$ cat config.mk
export PLATFORM = sky130hd
export DESIGN_NAME = seq_div32
export DESIGN_NICKNAME = d
export VERILOG_FILES = /design/src/rtl/alu_pkg.sv /design/src/rtl/div_step.sv /design/src/rtl/seq_div32.sv
export SDC_FILE = /design/constraint.sdc
export NUM_CORES = 1
export LEC_CHECK = 0
export ABC_AREA = 1
export BUFFER_PORTS_ARGS = -buffer_cell sky130_fd_sc_hd__buf_2
export CAP_MARGIN = 10
export CORE_UTILIZATION = 45
export CTS_BUF_LIST = sky130_fd_sc_hd__clkbuf_16
export DETAILED_ROUTE_END_ITERATION = 12
export GPL_TIMING_DRIVEN = 0
export PLACE_DENSITY = 0.73
export SKIP_CTS_REPAIR_TIMING = 1
export SYNTH_ARGS = -nofsm -noshare
export SYNTH_HDL_FRONTEND = slang
export SYNTH_SLANG_ARGS = --single-unit
export TNS_END_PERCENT = 10
$ cat constraint.sdc
create_clock -name clk -period 6.88 [get_ports clk]
set_clock_uncertainty 0.1 [all_clocks]
set_input_delay 0.688 -clock clk [delete_from_list [all_inputs] [get_ports clk]]
set_output_delay 0.688 -clock clk [all_outputs]
set_load 0.02 [all_outputs]
$ cat src/rtl/alu_pkg.sv
// rtl/alu_pkg.sv - shared ALU/divider types, width constant and magnitude helper
package alu_pkg;

    localparam int DIV_WIDTH = 32;

    typedef enum logic [1:0] {
        IDLE = 2'd0,
        RUN  = 2'd1,
        FIX  = 2'd2,
        DONE = 2'd3
    } div_state_t;

    // Two's-complement negate when neg is set; -2^(W-1) maps onto itself,
    // which is the correct unsigned magnitude.
    function automatic logic [DIV_WIDTH-1:0] abs_w(input logic [DIV_WIDTH-1:0] v,
                                                   input logic                 neg);
        return neg ? -v : v;
    endfunction

endpackage

$ cat src/rtl/div_step.sv
// rtl/div_step.sv - one combinational restoring-division iteration
module div_step #(
    parameter int WIDTH = 32
) (
    input  logic [WIDTH-1:0] rem,
    input  logic [WIDTH-1:0] quo,
    input  logic [WIDTH-1:0] dsr,
    output logic [WIDTH-1:0] rem_nxt,
    output logic [WIDTH-1:0] quo_nxt
);

    logic [WIDTH:0] upper;
    logic [WIDTH:0] diff;

    // upper < dsr always holds a borrow into diff[WIDTH], so that bit is the trial sign.
    always_comb begin
        upper = {rem, quo[WIDTH-1]};
        diff  = upper - {1'b0, dsr};
        if (diff[WIDTH]) begin
            rem_nxt = upper[WIDTH-1:0];
            quo_nxt = {quo[WIDTH-2:0], 1'b0};
        end else begin
            rem_nxt = diff[WIDTH-1:0];
            quo_nxt = {quo[WIDTH-2:0], 1'b1};
        end
    end

endmodule

$ cat src/rtl/seq_div32.sv
// rtl/seq_div32.sv - multi-cycle signed/unsigned restoring divider with start/done handshake
module seq_div32
    import alu_pkg::*;
#(
    parameter int WIDTH = DIV_WIDTH
) (
    input  logic             clk,
    input  logic             reset,
    input  logic             start,
    input  logic             is_signed,
    input  logic [WIDTH-1:0] dividend,
    input  logic [WIDTH-1:0] divisor,
    output logic             busy,
    output logic             done,
    output logic [WIDTH-1:0] quotient,
    output logic [WIDTH-1:0] remainder,
    output logic             div_by_zero
);

    localparam int CW = $clog2(WIDTH) + 1;

    div_state_t       state, state_nxt;
    logic [CW-1:0]    cnt;
    logic [WIDTH-1:0] rem, quo, dsr_mag, dvd_raw;
    logic [WIDTH-1:0] rem_nxt, quo_nxt;
    logic             neg_q, neg_r, dz;
    logic             sgn_dvd, sgn_dsr;

    assign sgn_dvd = is_signed & dividend[WIDTH-1];
    assign sgn_dsr = is_signed & divisor[WIDTH-1];

    div_step #(.WIDTH(WIDTH)) u_step (
        .rem     (rem),
        .quo     (quo),
        .dsr     (dsr_mag),
        .rem_nxt (rem_nxt),
        .quo_nxt (quo_nxt)
    );

    always_comb begin
        state_nxt = state;
        case (state)
            IDLE: if (start) state_nxt = (divisor == '0) ? FIX : RUN;
            RUN:  if (cnt == CW'(1)) state_nxt = FIX;
            FIX:  state_nxt = DONE;
            DONE: state_nxt = IDLE;
            default: state_nxt = IDLE;
        endcase
    end

    assign busy = (state == RUN) || (state == FIX);
    assign done = (state == DONE);

    always_ff @(posedge clk) begin
        if (reset) begin
            state       <= IDLE;
            cnt         <= '0;
            rem         <= '0;
            quo         <= '0;
            dsr_mag     <= '0;
            dvd_raw     <= '0;
            neg_q       <= 1'b0;
            neg_r       <= 1'b0;
            dz          <= 1'b0;
            quotient    <= '0;
            remainder   <= '0;
            div_by_zero <= 1'b0;
        end else begin
            state <= state_nxt;
            case (state)
                IDLE: begin
                    if (start) begin
                        dvd_raw <= dividend;
                        quo     <= abs_w(dividend, sgn_dvd);
                        dsr_mag <= abs_w(divisor, sgn_dsr);
                        rem     <= '0;
                        cnt     <= CW'(WIDTH);
                        neg_q   <= sgn_dvd ^ sgn_dsr;
                        neg_r   <= sgn_dvd;
                        dz      <= (divisor == '0);
                    end
                end
                RUN: begin
                    rem <= rem_nxt;
                    quo <= quo_nxt;
                    cnt <= cnt - CW'(1);
                end
                FIX: begin
                    // Divide-by-zero returns the RISC-V style all-ones quotient and raw dividend.
                    if (dz) begin
                        quotient    <= '1;
                        remainder   <= dvd_raw;
                        div_by_zero <= 1'b1;
                    end else begin
                        quotient    <= abs_w(quo, neg_q);
                        remainder   <= abs_w(rem, neg_r);
                        div_by_zero <= 1'b0;
                    end
                end
                default: ;
            endcase
        end
    end

endmodule
**After elaboration in Yosys (flattened, before gate mapping)**

Index checks and enable logic that the tools add are counted.
W data, S select, Z words.

- Register bits: 204
- Input port bits: 68
- Output and inout port bits: 67
- Logic and storage cells: 53

- Add/subtract/negate cells: 6
- Equality and inequality tests: 6
- Mux-type cells: 19
- Bitwise logic cells: 3
- Reduce and logical (&&, ||, !) cells: 7

Operators by type and width:

| operator | number |
|---|---|
| $mux W32 | 9 |
| $neg A32 Y32 | 4 |
| $pmux W32 S2 | 2 |
| $sub A33 B32 Y33 | 1 |
| $logic_not A32 Y1 | 1 |
| $pmux W6 S2 | 1 |
| $pmux W2 S4 | 1 |
| $eq A6 B1 Y1 const B | 1 |
| $mux W2 | 3 |
| $mux W6 | 1 |
| $reduce_and A2 Y1 | 3 |
| $sub A6 B1 Y6 const B | 1 |
| $eq A2 B2 Y1 const B | 2 |
| $ne A2 B2 Y1 const B | 2 |
| $and A1 B1 Y1 | 2 |
| $eq A2 B1 Y1 const B | 1 |
| $logic_not A2 Y1 | 1 |
| $mux W1 | 2 |
| $reduce_bool A2 Y1 | 1 |
| $logic_or A1 B1 Y1 | 1 |
| $xor A1 B1 Y1 | 1 |

**Logic depth before layout (Yosys ltp)**

Gate-level depths: netlist of run 1.

- Depth in word-level cells: 4
- Gate-level depth with buffers: 18
- Depth with buffers taken out: 17

**Modules after synthesis**

From an unflattened synthesis of run 1, not the netlist that was laid out.

- Cell total of the unflattened synthesis: 2507
- Area, all modules: 14736.6 um2

By module, submodules not included:

| module | instances | cells each | area an instance (um2) | sequential area each (um2) |
|---|---|---|---|---|
| seq_div32 | 1 | 1793 | 11340.9 | 4083.9 |
| div_step | 1 | 714 | 3395.8 | 0.0 |

**Least setup slack after synthesis of run 1**

No wires, ideal clock.

- Path type: register -> register
- Start: register quo[31]
- End: register rem[17]
- Library setup time: 0.139 ns
- Data arrival time: 2.060 ns
- Required time: 6.641 ns
- Slack: 4.581 ns
- Cell stages (with the launch flop): 17
- Path buffers: 1
- Cell sequence: dfxtp_1 > inv_1 > ha_1 > fa_1 > inv_1 > nand2_1 > nand2_1 > nand3_1 > nand2_2 > nand2_2 > nand2_4 > nand2_4 > nand3_4 > buf_2 > nand3_1 > nand3_2 > a21oi_2

- Word-level cells in the longest chain between the ends: 3

Ends and longest elaborated chain:

| what | line | text |
|---|---|---|
| start, declared | seq_div32.sv:24 | `logic [WIDTH-1:0] rem, quo, dsr_mag, dvd_raw;` |
| start signal, assigned | seq_div32.sv:74 | `quo <= abs_w(dividend, sgn_dvd);` |
| start signal, assigned | seq_div32.sv:85 | `quo <= quo_nxt;` |
| $sub A33 B32 Y33 | div_step.sv:18 | `diff = upper - {1'b0, dsr};` |
| $mux W32 | div_step.sv:19 | `if (diff[WIDTH]) begin` |
| $pmux W32 S2 | seq_div32.sv:70 | `case (state)` |
| end signal, assigned | seq_div32.sv:84 | `rem <= rem_nxt;` |
| end, declared | seq_div32.sv:24 |  |

Every way passes these cells.
A chain may end at the register's enable or synchronous reset.

**Worst setup path in the final report of run 1**

- Start: register state[0]
- End: register quotient[20]

- Word-level cells in the longest chain between the ends: 1

Ends and longest elaborated chain:

| what | line | text |
|---|---|---|
| start, declared | seq_div32.sv:22 | `div_state_t state, state_nxt;` |
| start signal, assigned | seq_div32.sv:69 | `state <= state_nxt;` |
| $eq A2 B2 Y1 | seq_div32.sv:70 |  |
| end signal, assigned | seq_div32.sv:95 | `quotient <= abs_w(quo, neg_q);` |
| end, declared | seq_div32.sv:15 | `output logic [WIDTH-1:0] quotient,` |

Every way passes these cells.

==> run metrics, run 1 <==
Root Driver=clkbuf_16; post-route cell area=0.01630 sq mm; fin nets=2622; Synth Area per Inst=6.144 sq um; Worst setup EP type=flop; Reg clk slew, reported paths=around 0.060 ns; crit-path max FO=10; post-synth cell types=47; Synth Net Count=around 2500; fin. max-slew vios=0; commonest non-fill, non-tap cells in the layout=582 x nand2_1, 352 x inv_1, 204 x dfxtp_1; drt first pass iters=7; PD cells=around 340 mW/mm^2; final wirelength=54100 um; layout cell share with drive strength beyond 1=0.1187; DPL Wire Length=43940 um; Vias/cell=5.537; CTS buffer count=23; Synth warnings=0; CTS tree=done; Die H=approximately 180 um; final hold viol count=0; final setup fails=0; Final Critical Period=3.167 ns; post-route insts no fill=a little under 3000; routed len/inst=~18 um; buffers added on ports=133; sequential fraction of the synthesis area=0.2825; Syn-to-layout area delta=12.72%; via count=16220; site row count=65; worst path arrival time=between 3 and 4 ns; Starting Density=0.4581; first-pass GRT wire length=82940 um; RSZ-0062 raised after global routing=false; commonest non-fill, non-tap cell in the layout=nand2_1; Placed Area=roughly 0.016 sq mm; Placed Cells incl. Taps=between 2000 and 3000; Lkg Pwr=about 8 nW; gr ovfl total=0; number of synthesized flops with an enable pin=0; Post-synth top flop=dfxtp_1; Seq cells post-synth=roughly 200; H-tree Lvls=1; status=completed; fmax=315.7 MHz; Mapped Area=0.01446 sq mm; initial antenna violation count=1; Hold WC Path Type=reg -> reg; vias in the first global route=between 10000 and 15000; Critical Path RT=between 7 and 8 ns; Max-Cap Viols=0; core area=0.03156 sq mm; IO Pins=around 140; Final Util=0.5164; Worst IR Drop VDD=289.7 uV; Crit Path Category=reg -> reg; post-synthesis cell count=about 2400; All-Layer GR Usage=0.3235; Die Wd=181.2 um; share of synthesized registers carrying an async set or reset=0; pin count of the biggest net entering global routing=14; period utilization=0.4604; clk sinks=~200; Ant. Diodes=0; Slew @ Worst Pin=approximately 0.95 ns; CP Launch Type=flop; Total Die Area=0.03285 sq mm; post-route ant nets=0; total DRC errors in the routed layout=0; relative slew slack=0.3695; Initial DRC Count=1495; Clk Latency, worst-skew pair=between 0.5 and 0.6 ns; GP Congestion=0.9580; clock tree buffer depth=3; Fin Setup TNS=0 ns
[sequential cells by signal, summed over array words and instances (netlist names)]
signal       cells
quo             32
quotient        32
neg_r            1
cnt              6
div_by_zero      1
dsr_mag         32
dvd_raw         32
rem             32
dz               1
remainder       32
state            2
neg_q            1
[routing by layer]
| metal | track usage | vias up | share of wire |
|---|---|---|---|
| met3 | 0.04455 | 143 | 0.075 |
| met1 | 0.4213 | 7428 | 0.42 |
| met2 | 0.5294 | 719 | 0.45 |
| met5 | 0 | - | 0 |
| li1 | - | 7932 | - |
| met4 | 0.1468 | 0 | 0.049 |
[path summary, 6_finish.rpt]
check | from | endpoint | slack, ns | cells past startpoint
setup / recovery | state[0] | quotient[20] | 3.71 | 9
hold / removal | dvd_raw[25] | dvd_raw[25] | 0.35 | 2
setup reg to reg | state[0] | quotient[20] | 3.71 | 9
hold reg to reg | dvd_raw[25] | dvd_raw[25] | 0.35 | 2
[where the power goes]
group | switching [mW] | internal, mW | total (mW) | leakage, nW
logic | 1.99 | 0.808 | 2.79 | 5.80
registers | 0.210 | 1.44 | 1.65 | 1.67
clock network | 0.523 | 0.609 | 1.13 | 0.350
[Yosys cell counts, types with 2 or more instances]
cell | count | share of area
nand2_1 | 582 | 0.15
o21bai_1 | 7 | 0.0036
a31oi_1 | 40 | 0.017
nand4_1 | 20 | 0.0087
a21oi_1 | 203 | 0.070
nor2_2 | 7 | 0.0030
buf_4 | 4 | 0.0021
nor4_1 | 2 | 0.00087
a21oi_2 | 20 | 0.012
nand3_2 | 22 | 0.015
o221ai_1 | 2 | 0.0012
or2_1 | 2 | 0.00087
xor2_1 | 26 | 0.016
and2_1 | 5 | 0.0022
nor3_1 | 24 | 0.0083
nand3_1 | 193 | 0.067
buf_2 | 8 | 0.0028
dfxtp_1 | 204 | 0.28
ha_1 | 42 | 0.036
inv_1 | 346 | 0.090
or2_2 | 15 | 0.0065
o21ai_0 | 165 | 0.057
nor2_1 | 188 | 0.049
nand3b_1 | 14 | 0.0073
nand2_4 | 3 | 0.0023
nand2_2 | 20 | 0.0087
a21o_1 | 2 | 0.0010
buf_6 | 4 | 0.0031
o211ai_1 | 33 | 0.017
buf_1 | 8 | 0.0021
nand2_8 | 2 | 0.0028
xnor2_1 | 17 | 0.010
nor2_4 | 3 | 0.0023
o22ai_1 | 2 | 0.00087
inv_2 | 21 | 0.0055
o31ai_1 | 3 | 0.0016
o21ai_1 | 13 | 0.0045
clkbuf_1 | 72 | 0.019
[stage by stage]
step                total power, mW  hold WS, ns  setup slack [ns]
detailed placement            4.395       0.3420             3.830
finish                        5.578       0.3468             3.713
global placement              4.359       0.3339             3.885
global route                  5.950       0.3642             3.689
CTS                           5.525       0.3513             3.794
floorplan                     3.519       0.3245             4.581
[worst max-delay path, cell delays in order (launching register included)]
cell	delay, ns
dfxtp_1	0.34
inv_1	0.09
ha_1	0.14
buf_2	0.26
inv_2	0.13
nor2_1	0.66
clkbuf_1	0.78
nand3_1	0.32
o211ai_1	0.16
inv_1	0.05
[cell type report]
class	count	area [sq um]
clock buffer	23	575.6
multi-input combinational	1685	8559
inverter	367	1378
tap	402	503.0
sequential	204	4084
timing repair buffer	133	665.6
buffer	97	435.4
clock inverter	19	95.09
fill	3271	15260
[cells by family (layout without fill, tap and decap cells)]
group	Yosys count	in the layout	synth area share
AO/OA/AOI/OAI	493	493	0.1891
XOR/XNOR	43	43	0.02605
adder cells (fa/ha/maj)	43	43	0.03774
buffers and inverters	464	639	0.1254
flip-flops	204	204	0.2825
AND/OR/NAND/NOR	1106	1106	0.3392
No activity file was read; power rests on OpenSTA's default activity.
==> inputs of run 2 (changes only) <==
--- a/config.mk
+++ b/config.mk
@@ -12,7 +12,7 @@
 export CTS_BUF_LIST = sky130_fd_sc_hd__clkbuf_16
 export DETAILED_ROUTE_END_ITERATION = 12
 export GPL_TIMING_DRIVEN = 0
-export PLACE_DENSITY = 0.73
+export PLACE_DENSITY = 0.76
 export SKIP_CTS_REPAIR_TIMING = 1
 export SYNTH_ARGS = -nofsm -noshare
 export SYNTH_HDL_FRONTEND = slang
==> constraint.sdc (replaced) <==
create_clock -name clk -period 2.6 [get_ports clk]
set_clock_uncertainty 0.1 [all_clocks]
set_input_delay 0.26 -clock clk [delete_from_list [all_inputs] [get_ports clk]]
set_output_delay 0.26 -clock clk [all_outputs]
set_load 0.02 [all_outputs]
==> run 2 against run 1 <==
Effect of this change: the run now ends with negative hold slack, negative setup slack left; combinational power grew to 2.6 times the previous value; global-route usage is 0.71 points lower; worst hold slack worse by 0.36 ns.
==> run metrics, run 2 (same netlist as run 1, synthesis figures left out) <==
status=finished with violations; failing checks=negative hold slack, negative setup slack; first-pass GRT wire length=82270 um (-0.82%); vias in the first global route=15260 (+1.8%); period utilization=1.032 (+0.5721); worst-path cell chain=inv_1 > ha_1 > nand2_1 > inv_1 > clkbuf_1 > clkbuf_1 > nand2_1 > a21oi_1; pin count of the biggest net entering global routing=13 (-1); Lkg Pwr=7.935 nW (+1.5%); sequential power share=0.288 (-0.008); Multi-input gate area=0.008611 sq mm (+0.60%); Die Wd=181.2 um (unchanged); Crit path largest cell delay=0.49 ns (-0.29 ns); crit-path max FO=10 (unchanged); Buf+Inv Stages, Crit Path=4 (-1); Worst setup EP type=flop; Syn-to-layout area delta=14.72%; via count=16320 (+0.63%); core area=0.03156 sq mm (unchanged); fmax=372.5 MHz (+18%); internal power=8.021 mW (+180%); CP delay by family, top=buffers and inverters; overall power=15.21 mW (+170%); CP Launch Type=flop; CTS tree=done; Total Die Area=0.03285 sq mm (unchanged); clock tree buffer depth=3 (unchanged); Sw Share=0.4725 (-0.01488); IO Pins=135 (unchanged); drt first pass iters=6 (-1); post-route ant nets=0 (unchanged); Crit Path Category=reg -> reg; fin nets=2633 (+0.42%); final-layout fill cell count=3177 (-2.9%); post-route insts no fill=2942 (+0.41%); Die H=181.2 um (unchanged); Hold WC Path Type=in -> reg; final setup fails=4 (+4); DPL Wire Length=42490 um (-3.3%); routed len/inst=18.15 um (-1.7%); site row count=65 (unchanged); Ant. Diodes=0 (unchanged); Worst IR Drop VDD=690.5 uV (+140%); layout cell share with drive strength beyond 1=0.1260 (+0.007313); Slew @ Worst Pin=0.8967 ns (-0.04904 ns); H-tree Lvls=1 (unchanged); commonest non-fill, non-tap cell in the layout=nand2_1; relative slew slack=0.4022 (+0.03270); CTS buffer count=24 (+4.3%); Reg area=0.004089 sq mm (+0.12%); Final Worst Setup Slack=-0.08434 ns (-3.797 ns); initial antenna violation count=1 (unchanged); Vias/cell=5.549 (+0.22%); Clk Latency, worst-skew pair=0.53 ns (about the same); gr ovfl total=0 (unchanged); All-Layer GR Usage=0.3164 (-0.007070); crit path max-delay cell type=clkbuf_1; GP Congestion=1.001 (+4.5%); Starting Density=0.4581 (unchanged); RSZ-0062 raised after global routing=true; Reg clk slew, reported paths=0.06 ns (about the same); clk sinks=204 (unchanged); logic gate share of total power=0.486 (-0.015); PD cells=916.9 mW/mm^2 (+170%); Initial DRC Count=1568 (+4.9%); final hold viol count=4 (+4); Max-Cap Viols=0 (unchanged); commonest non-fill, non-tap cells in the layout=582 x nand2_1, 347 x inv_1, 200 x a21oi_1, 200 x dfxtp_1, 191 x nand3_1; Critical Path RT=2.95 ns (-4.25 ns); Final Critical Period=2.684 ns (-0.4830 ns); Sw Pwr=7.185 mW (+160%); final wirelength=53410 um (-1.3%); total DRC errors in the routed layout=0 (unchanged); worst path arrival time=3.04 ns (-0.44 ns); Root Driver=clkbuf_16; Clock power frac=0.226 (+0.023); hold_ws=-0.01625 ns (-0.3631 ns); Placed Cells incl. Taps=2888 (unchanged); fin. max-slew vios=0 (unchanged); buffers added on ports=133 (unchanged)
## run 2: power groups by stage
stage               clock network (mW)  logic, mW  registers (mW)
finish                            3.44       7.39            4.38
global route                      3.59       8.14            4.44
CTS                               3.44       7.16            4.34
detailed placement                   0       7.11            4.40
global placement                     0       6.99            4.38
floorplan                            0       4.89            4.42
## run 2: tightest hold or removal path, stage by stage
cell	delay (ns)
buf_2	0.11
o21ai_0	0.09
a21oi_1	0.11
## run 2: routing by layer
metal / up-vias / track usage / part of all wire
met5: - / 0 / 0.00024
met4: 2 / 0.1261 / 0.039
met3: 145 / 0.04535 / 0.087
met2: 771 / 0.5291 / 0.46
met1: 7458 / 0.4084 / 0.41
li1: 7948 / - / -
## run 2: worst paths after layout
path | start | endpoint | slack [ns] | depth (start not counted)
worst min register to register | dvd_raw[30] | dvd_raw[30] | 0.35 | 2
worst max-delay path | state[1] | dz | -0.08 | 8
worst max register to register | state[1] | dz | -0.08 | 8
worst min-delay path | dividend[22] | dvd_raw[22] | -0.02 | 3
## run 2: final cells by class
cell class                 instances  area share
buffer                            96     0.02678
sequential                       204      0.2465
inverter                         367     0.08306
tap                              402     0.03033
clock inverter                    19    0.009581
timing repair buffer             144     0.04677
clock buffer                      25     0.03772
multi-input combinational       1685      0.5192
## run 2: metrics by stage
stage | TNS [ns] | hold slack (ns) | util | cell area [sq um] | setup WS [ns]
detailed placement | -7.818 | 0.3426 | 0.4952 | 15630 | -0.2435
finish | -0.1078 | -0.01625 | 0.5256 | 16580 | -0.08434
CTS | -9.590 | -0.03882 | 0.5200 | 16410 | -0.2650
global route | -4.452 | 0.0009029 | 0.5256 | 16580 | -0.2043
floorplan | 0 | 0.3200 | - | 14460 | 0.3007
global placement | -5.953 | 0.3342 | 0.4952 | 15630 | -0.2237
